==> src/rtl/bcd2bin_seq.sv <==
// Multi-cycle packed-BCD to binary converter, one digit per clock, MSD first.
// Define BCD2BIN_DIGIT_CHECK_EN to flag digits above 9 on err.
module bcd2bin_seq #(
  parameter int NDIGITS = 3,
  parameter int BIN_W   = 10
) (
  input  logic                   clk,
  input  logic                   reset,
  input  logic                   start,
  input  logic [4*NDIGITS-1:0]   bcd,
  output logic [BIN_W-1:0]       bin,
  output logic                   busy,
  output logic                   done,
  output logic                   ovf,
  output logic                   err
);

  localparam logic [0:0] S_IDLE = 1'b0;
  localparam logic [0:0] S_CONV = 1'b1;
  localparam int CNT_W = (NDIGITS > 1) ? $clog2(NDIGITS) : 1;

  logic [0:0]             r_state;
  logic [4*NDIGITS-1:0]   r_shift;
  logic [BIN_W-1:0]       r_acc;
  logic [CNT_W-1:0]       r_cnt;
  logic                   r_ovfInt;
  logic [BIN_W-1:0]       r_bin;
  logic                   r_busy;
  logic                   r_done;
  logic                   r_ovf;

  logic [3:0]             w_digit;
  logic [BIN_W+3:0]       w_mul;
  logic [BIN_W-1:0]       w_accNext;
  logic                   w_stepOvf;
  logic                   w_last;

  // acc*10 + d done as two shifts and adds; four guard bits catch the carry-out
  assign w_digit   = r_shift[4*NDIGITS-1 -: 4];
  assign w_mul     = ({4'b0000, r_acc} << 3) + ({4'b0000, r_acc} << 1)
                   + {{BIN_W{1'b0}}, w_digit};
  assign w_accNext = w_mul[BIN_W-1:0];
  assign w_stepOvf = |w_mul[BIN_W+3:BIN_W];
  assign w_last    = (r_cnt == CNT_W'(NDIGITS - 1));

  always_ff @(posedge clk) begin
    if (reset) begin
      r_state  <= S_IDLE;
      r_shift  <= '0;
      r_acc    <= '0;
      r_cnt    <= '0;
      r_ovfInt <= 1'b0;
      r_bin    <= '0;
      r_busy   <= 1'b0;
      r_done   <= 1'b0;
      r_ovf    <= 1'b0;
    end else begin
      r_done <= 1'b0;
      case (r_state)
        S_IDLE: begin
          if (start) begin
            r_shift  <= bcd;
            r_acc    <= '0;
            r_ovfInt <= 1'b0;
            r_cnt    <= '0;
            r_busy   <= 1'b1;
            r_state  <= S_CONV;
          end
        end
        S_CONV: begin
          r_acc    <= w_accNext;
          r_ovfInt <= r_ovfInt | w_stepOvf;
          r_shift  <= r_shift << 4;
          r_cnt    <= r_cnt + CNT_W'(1);
          if (w_last) begin
            r_bin   <= w_accNext;
            r_ovf   <= r_ovfInt | w_stepOvf;
            r_done  <= 1'b1;
            r_busy  <= 1'b0;
            r_state <= S_IDLE;
          end
        end
        default: r_state <= S_IDLE;
      endcase
    end
  end

`ifdef BCD2BIN_DIGIT_CHECK_EN
  logic r_errInt;
  logic r_err;
  logic w_digitBad;

  // The check only flags; arithmetic above still uses the raw nibble
  assign w_digitBad = (w_digit > 4'd9);

  always_ff @(posedge clk) begin
    if (reset) begin
      r_errInt <= 1'b0;
      r_err    <= 1'b0;
    end else if (r_state == S_IDLE) begin
      if (start) r_errInt <= 1'b0;
    end else begin
      r_errInt <= r_errInt | w_digitBad;
      if (w_last) r_err <= r_errInt | w_digitBad;
    end
  end

  assign err = r_err;
`else
  assign err = 1'b0;
`endif

  assign bin  = r_bin;
  assign busy = r_busy;
  assign done = r_done;
  assign ovf  = r_ovf;

endmodule

==> config.mk <==
export PLATFORM = sky130hd
export DESIGN_NAME = bcd2bin_seq
export DESIGN_NICKNAME = d
export VERILOG_FILES = /design/src/rtl/bcd2bin_seq.sv
export SDC_FILE = /design/constraint.sdc
export NUM_CORES = 1
export LEC_CHECK = 0
export CAP_MARGIN = 20
export CORE_MARGIN = 2
export CORE_UTILIZATION = 58
export DETAILED_ROUTE_END_ITERATION = 8
export GPL_ROUTABILITY_DRIVEN = 0
export GPL_TIMING_DRIVEN = 0
export PLACE_DENSITY_LB_ADDON = 0.05
export SYNTH_ARGS = -nofsm -noshare
export SYNTH_HDL_FRONTEND = slang
export SYNTH_SLANG_ARGS = --single-unit
==> constraint.sdc <==
create_clock -name clk -period 4.05 [get_ports clk]
set_input_delay 0.81 -clock clk [delete_from_list [all_inputs] [get_ports clk]]
set_output_delay 0.81 -clock clk [all_outputs]
set_load 0.02 [all_outputs]
Yosys cells after proc, flatten, opt, wreduce, memory -nomap -nowiden. Cells that the tools add are included. W data, S select, Z words.

Register bits after elaboration: 39. Input port bits: 15.

Reductions and logical operators: 4. Eq/ne operators: 3. Mux-type cells: 15. Add/sub/neg operators: 3. Bitwise operators: 2.

Operator list (count): $pmux W12 S2 (1); $pmux W10 S2 (1); $add A13 B11 Y14 (1); $add A14 B4 Y14 (1); $mux W12 (1); $mux W10 (1); $mux W1 (6); $pmux W1 S2 (3); $pmux W2 S2 (1); $reduce_and A2 Y1 (2); $reduce_or A4 Y1 (1); $add A2 B1 Y2 const B (1); $eq A2 B2 Y1 const B (1); $mux W2 (1); $ne A2 B1 Y1 const B (1); $ne A2 B2 Y1 const B (1); $reduce_or A2 Y1 (1); $not A1 Y1 (1); $or A1 B1 Y1 (1).

Depth between registers and ports, before layout. Gate-level depths: netlist (run 1).

Depth in word-level cells: 5. Gate-level depth with buffers: 11.

Worst setup path before layout (run 1). Ideal clock, no wire load.

Path kind: register -> register. Start: register r_shift[11]. End: register r_ovfInt. Period minus slack after synthesis: 2.590 ns. Slack: 1.460 ns. Data required time: 3.916 ns. Library setup time: 0.134 ns. Path buffers: 0. Cell stages (with the launch flop): 11. Arrival time: 2.456 ns. Path through: dfxtp_1 inv_1 fa_1 fa_1 nand2b_1 a21oi_2 a2bb2oi_2 nor4b_2 a31oi_1 nor4b_1 a211oi_1.

Cells in the longest elaborated chain, start to end: 4.

RTL lines: start: declaration (line 23) `logic [4*NDIGITS-1:0] r_shift;`; start signal: assignment (line 73) `r_shift <= r_shift << 4;`; $add A14 B4 Y14 (line 41) `+ {{BIN_W{1'b0}}, w_digit};`; $reduce_or A4 Y1 (line 43) `assign w_stepOvf = |w_mul[BIN_W+3:BIN_W];`; $or A1 B1 Y1 (line 72) `r_ovfInt <= r_ovfInt | w_stepOvf;`; $pmux W1 S2 (line 59) `case (r_state)`; end signal: assignment (line 72); end: declaration (line 26) `logic r_ovfInt;`.

No other way between the ends. A chain may end at the register's enable or synchronous reset.

Worst setup path after layout (run 1).
Start: register r_acc[0]. End: register r_ovfInt.

Cells in the longest elaborated chain, start to end: 5.

RTL lines: start: declaration (line 24) `logic [BIN_W-1:0] r_acc;`; start signal: assignment (line 71) `r_acc <= w_accNext;`; $add A13 B11 Y14 (line 40) `assign w_mul = ({4'b0000, r_acc} << 3) + ({4'b0000, r_acc} << 1)`; $add A14 B4 Y14 (line 41); $reduce_or A4 Y1 (line 43); $or A1 B1 Y1 (line 72); $pmux W1 S2 (line 59).

No other way between the ends.

==> results of run 1 <==
==> layer usage <==
layer / GRT usage [%] / vias to the layer above
li1: - / 927
met1: 30.1 / 835
met2: 43.6 / 33
met3: 4.69 / 7
met4: 7.18 / 0
met5: 0 / -
==> cell usage after synthesis <==
master | count | area (um^2)
nor2_1 | 36 | 135
a41oi_1 | 1 | 8.76
nor3b_1 | 9 | 67.6
a21oi_1 | 36 | 180
dfxtp_1 | 39 | 781
a21o_1 | 1 | 7.51
nor2b_1 | 2 | 12.5
nor4b_1 | 1 | 8.76
nor4_1 | 1 | 6.26
o211ai_2 | 1 | 12.5
o21ai_0 | 2 | 10.0
a31oi_1 | 2 | 12.5
xor2_1 | 3 | 26.3
nand4b_1 | 1 | 8.76
a21oi_2 | 2 | 17.5
a2bb2oi_2 | 1 | 15.0
clkbuf_1 | 10 | 37.5
o2111ai_1 | 1 | 8.76
conb_1 | 1 | 3.75
nor4b_2 | 1 | 15.0
buf_2 | 2 | 10.0
mux2i_1 | 13 | 130
a31o_2 | 1 | 8.76
nand2b_1 | 3 | 18.8
o21bai_1 | 1 | 7.51
a2bb2oi_1 | 1 | 8.76
nand2_1 | 25 | 93.8
a211oi_1 | 3 | 22.5
ha_1 | 20 | 250
nor3_1 | 8 | 40.0
inv_1 | 12 | 45.0
xnor2_1 | 5 | 43.8
buf_4 | 1 | 7.51
buf_1 | 2 | 7.51
and2_1 | 1 | 6.26
fa_1 | 2 | 40.0
o31a_1 | 1 | 8.76
==> registers in the layout, summed over array words and instances, names as in the netlist <==
signal	count
bin	10
busy	1
done	1
ovf	1
r_acc	10
r_cnt	2
r_ovfInt	1
r_shift	12
r_state	1
==> kinds of logic after synthesis <==
| logic type | share of synthesized area [%] |
|---|---|
| AO/OA/AOI/OAI | 15.5 |
| multiplexers | 6.12 |
| AND/OR/NAND/NOR | 19.4 |
| buffers and inverters | 5.07 |
| other | 0.177 |
| adder cells (fa/ha/maj) | 13.7 |
| XOR/XNOR | 3.30 |
| flip-flops | 36.7 |
==> stage by stage <==
stage | area, um^2 | setup WS, ns | std cells | utilization, %
CTS | 2480 | 1.16 | 331 | 72.7
floorplan | 2120 | 1.46 | 252 | -
global route | 2480 | 0.956 | 331 | 72.7
global placement | 2430 | 1.21 | 323 | 71.2
finish | 2480 | 1.16 | 331 | 72.7
detailed placement | 2430 | 1.21 | 323 | 71.2
==> critical path, cell delays in order, from the launching register on <==
cell	delay [ns]
dfxtp_1	0.36
inv_1	0.07
fa_1	0.51
fa_1	0.49
nand2b_1	0.20
a21oi_2	0.18
a2bb2oi_2	0.20
nor4b_2	0.22
a31oi_1	0.14
nor4b_1	0.27
a211oi_1	0.11
==> layout make-up <==
cell class | instances | area (um^2)
flip-flops and latches | 39 | 781
plain buffers | 15 | 62.6
well taps | 46 | 57.6
fillers | 280 | 933
multi-input cells | 186 | 1240
inverters | 12 | 45.0
repair buffers | 25 | 250
clock buffers | 7 | 45.0
clock inverters | 1 | 5.00
==> path summary, 6_finish.rpt <==
check / to / cells after the start
max: r_ovfInt / 10
min: bin[7] / 2
max reg2reg: r_ovfInt / 10
min reg2reg: bin[7] / 2
==> power by group <==
part / internal (mW) / total, mW / switching (mW)
registers: 0.396 / 0.403 / 0.00746
logic: 0.0410 / 0.0951 / 0.0541
clock network: 0.0677 / 0.194 / 0.126
total: 0.505 / 0.692 / 0.188
==> run summary, run 1 <==
Outcome - finished, final reports clean
Worst setup path startpoint - r_acc[0]
Sink Count - 39
Pwr dens - 279 nW/um^2
Hold Slack - 0.463 ns
First-pass GRT wire length - 7850 um
Clk_skew - 0.00965 ns
Clk_lat worst skew - 0.35 ns
Period utilisation layout - 71.3%
Worst setup EP type - register
Distinct cells, synth - 37
H-tree depth - 2
Total negative slack - 0 ns
Share of layout cells above drive strength 1 - 5.26%
Synthesized Nets - 289
Max rail drop VDD - 260 uV
Vias in the first global route - 1732
Overflow after GRT - 0
Ports - 29
Setup Viol. Count Final - 0
Drt wl/cell - 13.8 um
Overall Power - 0.692 mW
Worst relative slew slack - 64.7%
Clk buf depth - 2
Startpoint types - register
Setup CP Type - register to register
Routed Antenna Nets - 0
Post-synthesis cell area - 2120 um^2
Mapped Avg Cell Area - 8.43 um^2
Crit path DAT - 3.11 ns
1st-iter DRT viols - 123
Tmin final - 2.89 ns
Overall routing resource usage - 24.5%
Worst Hold Class - register to register
Commonest non-fill, non-tap cell in the layout - dfxtp_1
Routed met3 length - 137 um
IO buf count - 25
RSZ-0062 raised after global routing - no
Fin. Hold Viols - 0
Max-slew violations - 0
Required @ worst endpoint - 4.27 ns
Die Width - 64.5 um
Sequential element share of the synthesized area - 36.7%
Met2 wire length - 2320 um
Pin count of the biggest net entering global routing - 12
Hold buffer count at CTS - 0
Initial antenna violation count - 0
FMAX - 0.347 GHz
CTS tree - done
DR vias - 1802
FF-to-FF Start - r_acc[0]
HPWL Detailed - 3470 um
Highest Signal Layer - met4
Core area - 3420 um^2
Routed vias/inst - 5.44
Initial core utilization - 62.2%
Yosys Warn Count - 0
Area Growth Syn to Fin - 16.8%
Drt pass-1 iters - 4
Final WL - 4560 um
CTS Buf Count - 5
Setup bufs post-CTS - 0
Die Height - 64.5 um
Post-Synthesis Cells - 252
Antenna fix cells - 0
PostCTS Resize Cnt - 0
Min-delay src - bin[7]
FF+latch count, synth - 39
Worst-Margin Slew - 0.529 ns
Clock Pin Slew Worst Setup and Hold Paths - 0.12 ns
M1 wire length - 2050 um
Max cap viols - 0
Die area - 4160 um^2
Commonest non-fill, non-tap cells in the layout - dfxtp_1 (39), nor2_1 (36), a21oi_1 (36), nand2_1 (25), clkdlybuf4s50_1 (25)
CP Max Fanout - 3
R2R Setup Slk - 1.16 ns
# rows - 21
DRC errors left - 0
Root Buffer - clkbuf_4
LEAKAGE - 1.05 nW
Fin nets - 321
Note: power is estimated with default switching activity, not from simulation.
==> inputs of run 2 (changes only) <==
--- a/config.mk
+++ b/config.mk
@@ -7,7 +7,7 @@
 export LEC_CHECK = 0
 export CAP_MARGIN = 20
 export CORE_MARGIN = 2
-export CORE_UTILIZATION = 58
+export CORE_UTILIZATION = 54
 export DETAILED_ROUTE_END_ITERATION = 8
 export GPL_ROUTABILITY_DRIVEN = 0
 export GPL_TIMING_DRIVEN = 0
==> constraint.sdc (replaced) <==
create_clock -name clk -period 2.71 [get_ports clk]
set_input_delay 0.542 -clock clk [delete_from_list [all_inputs] [get_ports clk]]
set_output_delay 0.542 -clock clk [all_outputs]
set_load 0.02 [all_outputs]
==> run summary, run 2 (synthesis results as in run 1) <==
Outcome - finished, final reports clean
First-pass GRT wire length - 7900 um
Initial antenna violation count - 0
Routed Antenna Nets - 0
Max rail drop VDD - 327 uV
Reg2Reg Depth - 12
Most Frequent Cell on Critical Path - buf_4
Fin nets - 329
Overall Power - 1.27 mW
Crit-path cells - inv_2 -> fa_2 -> fa_2 -> nand2b_4 -> a21oi_4 -> a2bb2oi_2 -> buf_4 -> buf_4 -> buf_4 -> nor3_1 -> a31o_2 -> a211oi_2
1st-iter DRT viols - 95
Worst hold path depth - 2
RSZ-0062 raised after global routing - yes
HPWL Detailed - 3520 um
Initial core utilization - 57.2%
Clock Pin Slew Worst Setup and Hold Paths - 0.08 ns
Worst Hold Class - register to register
CP Max Fanout - 2
Routed vias/inst - 5.55
Commonest non-fill, non-tap cells in the layout - nor2_1 (36), dfxtp_1 (36), a21oi_1 (35), nand2_1 (25), clkdlybuf4s50_1 (25)
Pwr dens - 464 nW/um^2
Tmin final - 2.66 ns
Antenna fix cells - 0
Crit path DAT - 2.87 ns
Worst-Margin Slew - 0.551 ns
Crit path largest cell delay - 0.50 ns
Ports - 29
Overall routing resource usage - 23.6%
Period utilisation layout - 98.2%
LEAKAGE - 1.14 nW
Clk buf depth - 2
Pin count of the biggest net entering global routing - 13
DRC errors left - 0
IO buf count - 25
Drt wl/cell - 15.1 um
DR vias - 1894
Worst setup EP type - register
Sink Count - 39
Worst relative slew slack - 63.3%
Required @ worst endpoint - 2.92 ns
Startpoint types - register
Share of layout cells above drive strength 1 - 15.4%
Core area - 3720 um^2
Final WL - 5150 um
Die Width - 66.7 um
Clk_skew - 0.00799 ns
Max cap viols - 0
Slowest cell on crit path - fa_2
CTS Buf Count - 5
Setup CP Type - register to register
Die Height - 66.7 um
Max-slew violations - 0
Clk_lat worst skew - 0.29 ns
H-tree depth - 2
Die area - 4450 um^2
CTS tree - done
Largest register FFs - 12
Root Buffer - clkbuf_8
Drt pass-1 iters - 4
Largest register by flop count - r_shift
Overflow after GRT - 0
Setup Viol. Count Final - 0
FMAX - 0.376 GHz
Post-Layout Cell Count - 341
Fin. Hold Viols - 0
Area Growth Syn to Fin - 28.5%
# rows - 22
Inst Count DP - 325
Vias in the first global route - 1746
==> run 2: critical path, delay by kind of cell (launching register included) <==
family          cells  cell delay, ns
buf+inv             4            0.37
compound gates      4            0.78
flops               1            0.34
simple gates        2            0.22
fa+ha+maj           2            0.88
==> run 2: stage by stage <==
step                      TNS (ns)  setup WS [ns]  hold slack [ns]  util (%)  area [um^2]
after detailed placement    -0.233         -0.158            0.452      65.5         2430
after floorplan                  0          0.120            0.445         -         2120
after global placement      -0.225         -0.146            0.444      65.5         2430
after CTS                        0        0.00728            0.459      70.2         2610
after global routing        -0.134        -0.0792            0.475      73.5         2730
final                            0         0.0500            0.457      73.5         2730
==> run 2: area by class of cell <==
class / instances / area, um^2
clock inverter: 2 / 35.0
sequential: 39 / 785
clock buffer: 6 / 82.6
timing repair buffer: 33 / 310
multi-input combinational: 186 / 1350
fill: 301 / 986
buffer: 15 / 62.6
inverter: 12 / 45.0
tap: 48 / 60.1
==> run 2: power breakdown <==
group / internal, mW / switching [mW]
logic: 0.0669 / 0.0867
registers: 0.591 / 0.0128
clock network: 0.298 / 0.210
==> run 2: worst paths after layout <==
check	start	endpoint	slack [ns]
setup reg to reg	r_acc[2]	ovf	0.05
hold / removal	bin[0]	bin[0]	0.46
hold reg to reg	bin[0]	bin[0]	0.46
setup / recovery	r_acc[2]	ovf	0.05
==> run 2: repair_timing <==
item                       CTS  global route
gates resized for setup      6            18
setup endpoints to repair    2             2
buffers inserted             5             3
pin swaps                    7            14
hold buffers                 0             0
==> run 2: layer usage <==
layer	track usage, %	part of all wire (%)
met5	0	0
met4	7.40	1.6
met3	4.05	3.4
met2	42.1	52
met1	28.5	43
==> inputs of run 3 (changes only) <==
--- a/config.mk
+++ b/config.mk
@@ -12,6 +12,7 @@
 export GPL_ROUTABILITY_DRIVEN = 0
 export GPL_TIMING_DRIVEN = 0
 export PLACE_DENSITY_LB_ADDON = 0.05
+export SETUP_SLACK_MARGIN = 0.1
 export SYNTH_ARGS = -nofsm -noshare
 export SYNTH_HDL_FRONTEND = slang
 export SYNTH_SLANG_ARGS = --single-unit
==> run summary, run 3 (synthesis results as in run 1) <==
Outcome - finished, final reports clean
Ports - 29
Clk_skew - 0.00698 ns
Routed Antenna Nets - 0
CTS Buf Count - 5
Worst-Margin Slew - 0.546 ns
CP Max Fanout - 2
Crit-path cells - inv_2 -> fa_1 -> fa_2 -> nand2b_4 -> a21oi_4 -> a2bb2oi_2 -> nor4b_4 -> a31oi_2 -> nor4b_2 -> a211oi_2
IO buf count - 25
Min-delay src - bin[0]
Hold Slack - 0.457 ns
CTS tree - done
Initial core utilization - 57.2%
Commonest non-fill, non-tap cells in the layout - nor2_1 (36), dfxtp_1 (36), a21oi_1 (35), nand2_1 (25), clkdlybuf4s50_1 (25)
Routed vias/inst - 5.53
DR vias - 1885
Clk_lat worst skew - 0.29 ns
Comb pwr share - 11.8%
Worst relative slew slack - 63.6%
# rows - 22
Max cap viols - 0
Initial antenna violation count - 0
Switching Share - 24.2%
Drt wl/cell - 14.5 um
Clock share of power - 40.2%
Crit path largest cell delay - 0.52 ns
First-pass GRT wire length - 8070 um
1st-iter DRT viols - 100
Tmin final - 2.66 ns
FF-to-FF Start - r_acc[2]
Clk buf depth - 2
Dpl cell area - 2430 um^2
Setup Viol. Count Final - 0
Fin. Hold Viols - 0
Crit Reg-Reg Endpoint - r_ovfInt
RSZ-0062 raised after global routing - yes
Area Growth Syn to Fin - 26.4%
Antenna fix cells - 0
DRC errors left - 0
R2R Setup Slk - 0.05 ns
Worst Hold Class - register to register
FMAX - 0.377 GHz
Setup CP Type - register to register
Die Height - 66.7 um
Final WL - 4950 um
Slowest cell on crit path - fa_1
Worst setup EP type - register
Die Width - 66.7 um
Core area - 3720 um^2
Period utilisation layout - 98.0%
HPWL Detailed - 3520 um
Max rail drop VDD - 315 uV
LEAKAGE - 1.13 nW
Max-slew violations - 0
Share of layout cells above drive strength 1 - 13.3%
Overall routing resource usage - 24.0%
Worst hold path depth - 2
Fin nets - 329
H-tree depth - 2
Required @ worst endpoint - 2.86 ns
P_int - 0.954 mW
Largest register by flop count - r_shift
Clock Pin Slew Worst Setup and Hold Paths - 0.08 ns
Pwr dens - 468 nW/um^2
Reg2Reg Depth - 10
Worst Hold Path EP - bin[0]
Overflow after GRT - 0
Startpoint types - register
Net Sw Power - 0.304 mW
Vias in the first global route - 1787
Crit path DAT - 2.81 ns
Largest register FFs - 12
Sequential Power Share - 48.0%
Sink Count - 39
Worst setup path startpoint - r_acc[2]
Pin count of the biggest net entering global routing - 13
Die area - 4450 um^2
Final instance area - 2690 um^2
Final Util - 72.3%
Drt pass-1 iters - 4
Root Buffer - clkbuf_8
==> run 3: cell counts in the layout (fill, tap and decap cells not counted) <==
No cell type changed its count.
==> run 3: worst max-delay path by stage <==
stage                          end  slack, ns  cells past startpoint
final                     r_ovfInt       0.05                     10
after global routing      r_ovfInt      -0.06                     10
after CTS                 r_ovfInt       0.01                     10
after detailed placement  r_ovfInt      -0.16                     10
after global placement    r_ovfInt      -0.15                     10
after floorplan           r_ovfInt       0.12                     10
==> run 3: timing repair <==
item                       CTS  global route
hold buffers                 0             0
buffers inserted             7             1
pin swaps                    9             5
resized for setup            8             8
setup endpoints to repair    2             2
==> run 3: metal layers <==
metal | wire (um) | vias up | global-route usage [%] | share of wire (%)
met5 | 0 | - | 0 | 0
met4 | 98 | 0 | 8.16 | 2.0
met3 | 189 | 9 | 4.39 | 3.8
met2 | 2530 | 45 | 42.9 | 51
met1 | 2140 | 889 | 28.7 | 43
li1 | - | 942 | - | -
==> run 3: final cells by class <==
cell class / instances / area, um^2
Tap cell: 48 / 60.1
Timing Repair Buffer: 33 / 310
Multi-Input combinational cell: 186 / 1310
Clock inverter: 2 / 35.0
Buffer: 15 / 62.6
Inverter: 12 / 45.0
Sequential cell: 39 / 785
Fill cell: 305 / 1030
Clock buffer: 6 / 82.6
==> run 3: critical path: cells and delay by family, from the launching register on <==
family / cells / cell delay, ns
fa+ha+maj: 2 / 0.88
simple gates: 3 / 0.67
compound gates: 4 / 0.60
flops: 1 / 0.34
buf+inv: 1 / 0.04
==> run 3: stage by stage <==
step / setup slack, ns / setup TNS, ns / power, mW / cells
finish: 0.0545 / 0 / 1.26 / 341
CTS: 0.0125 / 0 / 1.26 / 340
global route: -0.0568 / -0.0922 / 1.30 / 341
floorplan: 0.120 / 0 / 0.706 / 252
detailed placement: -0.158 / -0.233 / 0.758 / 325
global placement: -0.146 / -0.225 / 0.756 / 325
==> run 3: power by group through the flow <==
stage / logic [mW] / clock network [mW] / registers, mW
floorplan: 0.0910 / 0 / 0.615
global route: 0.165 / 0.527 / 0.606
finish: 0.149 / 0.506 / 0.603
detailed placement: 0.142 / 0 / 0.616
global placement: 0.140 / 0 / 0.615
CTS: 0.146 / 0.507 / 0.603
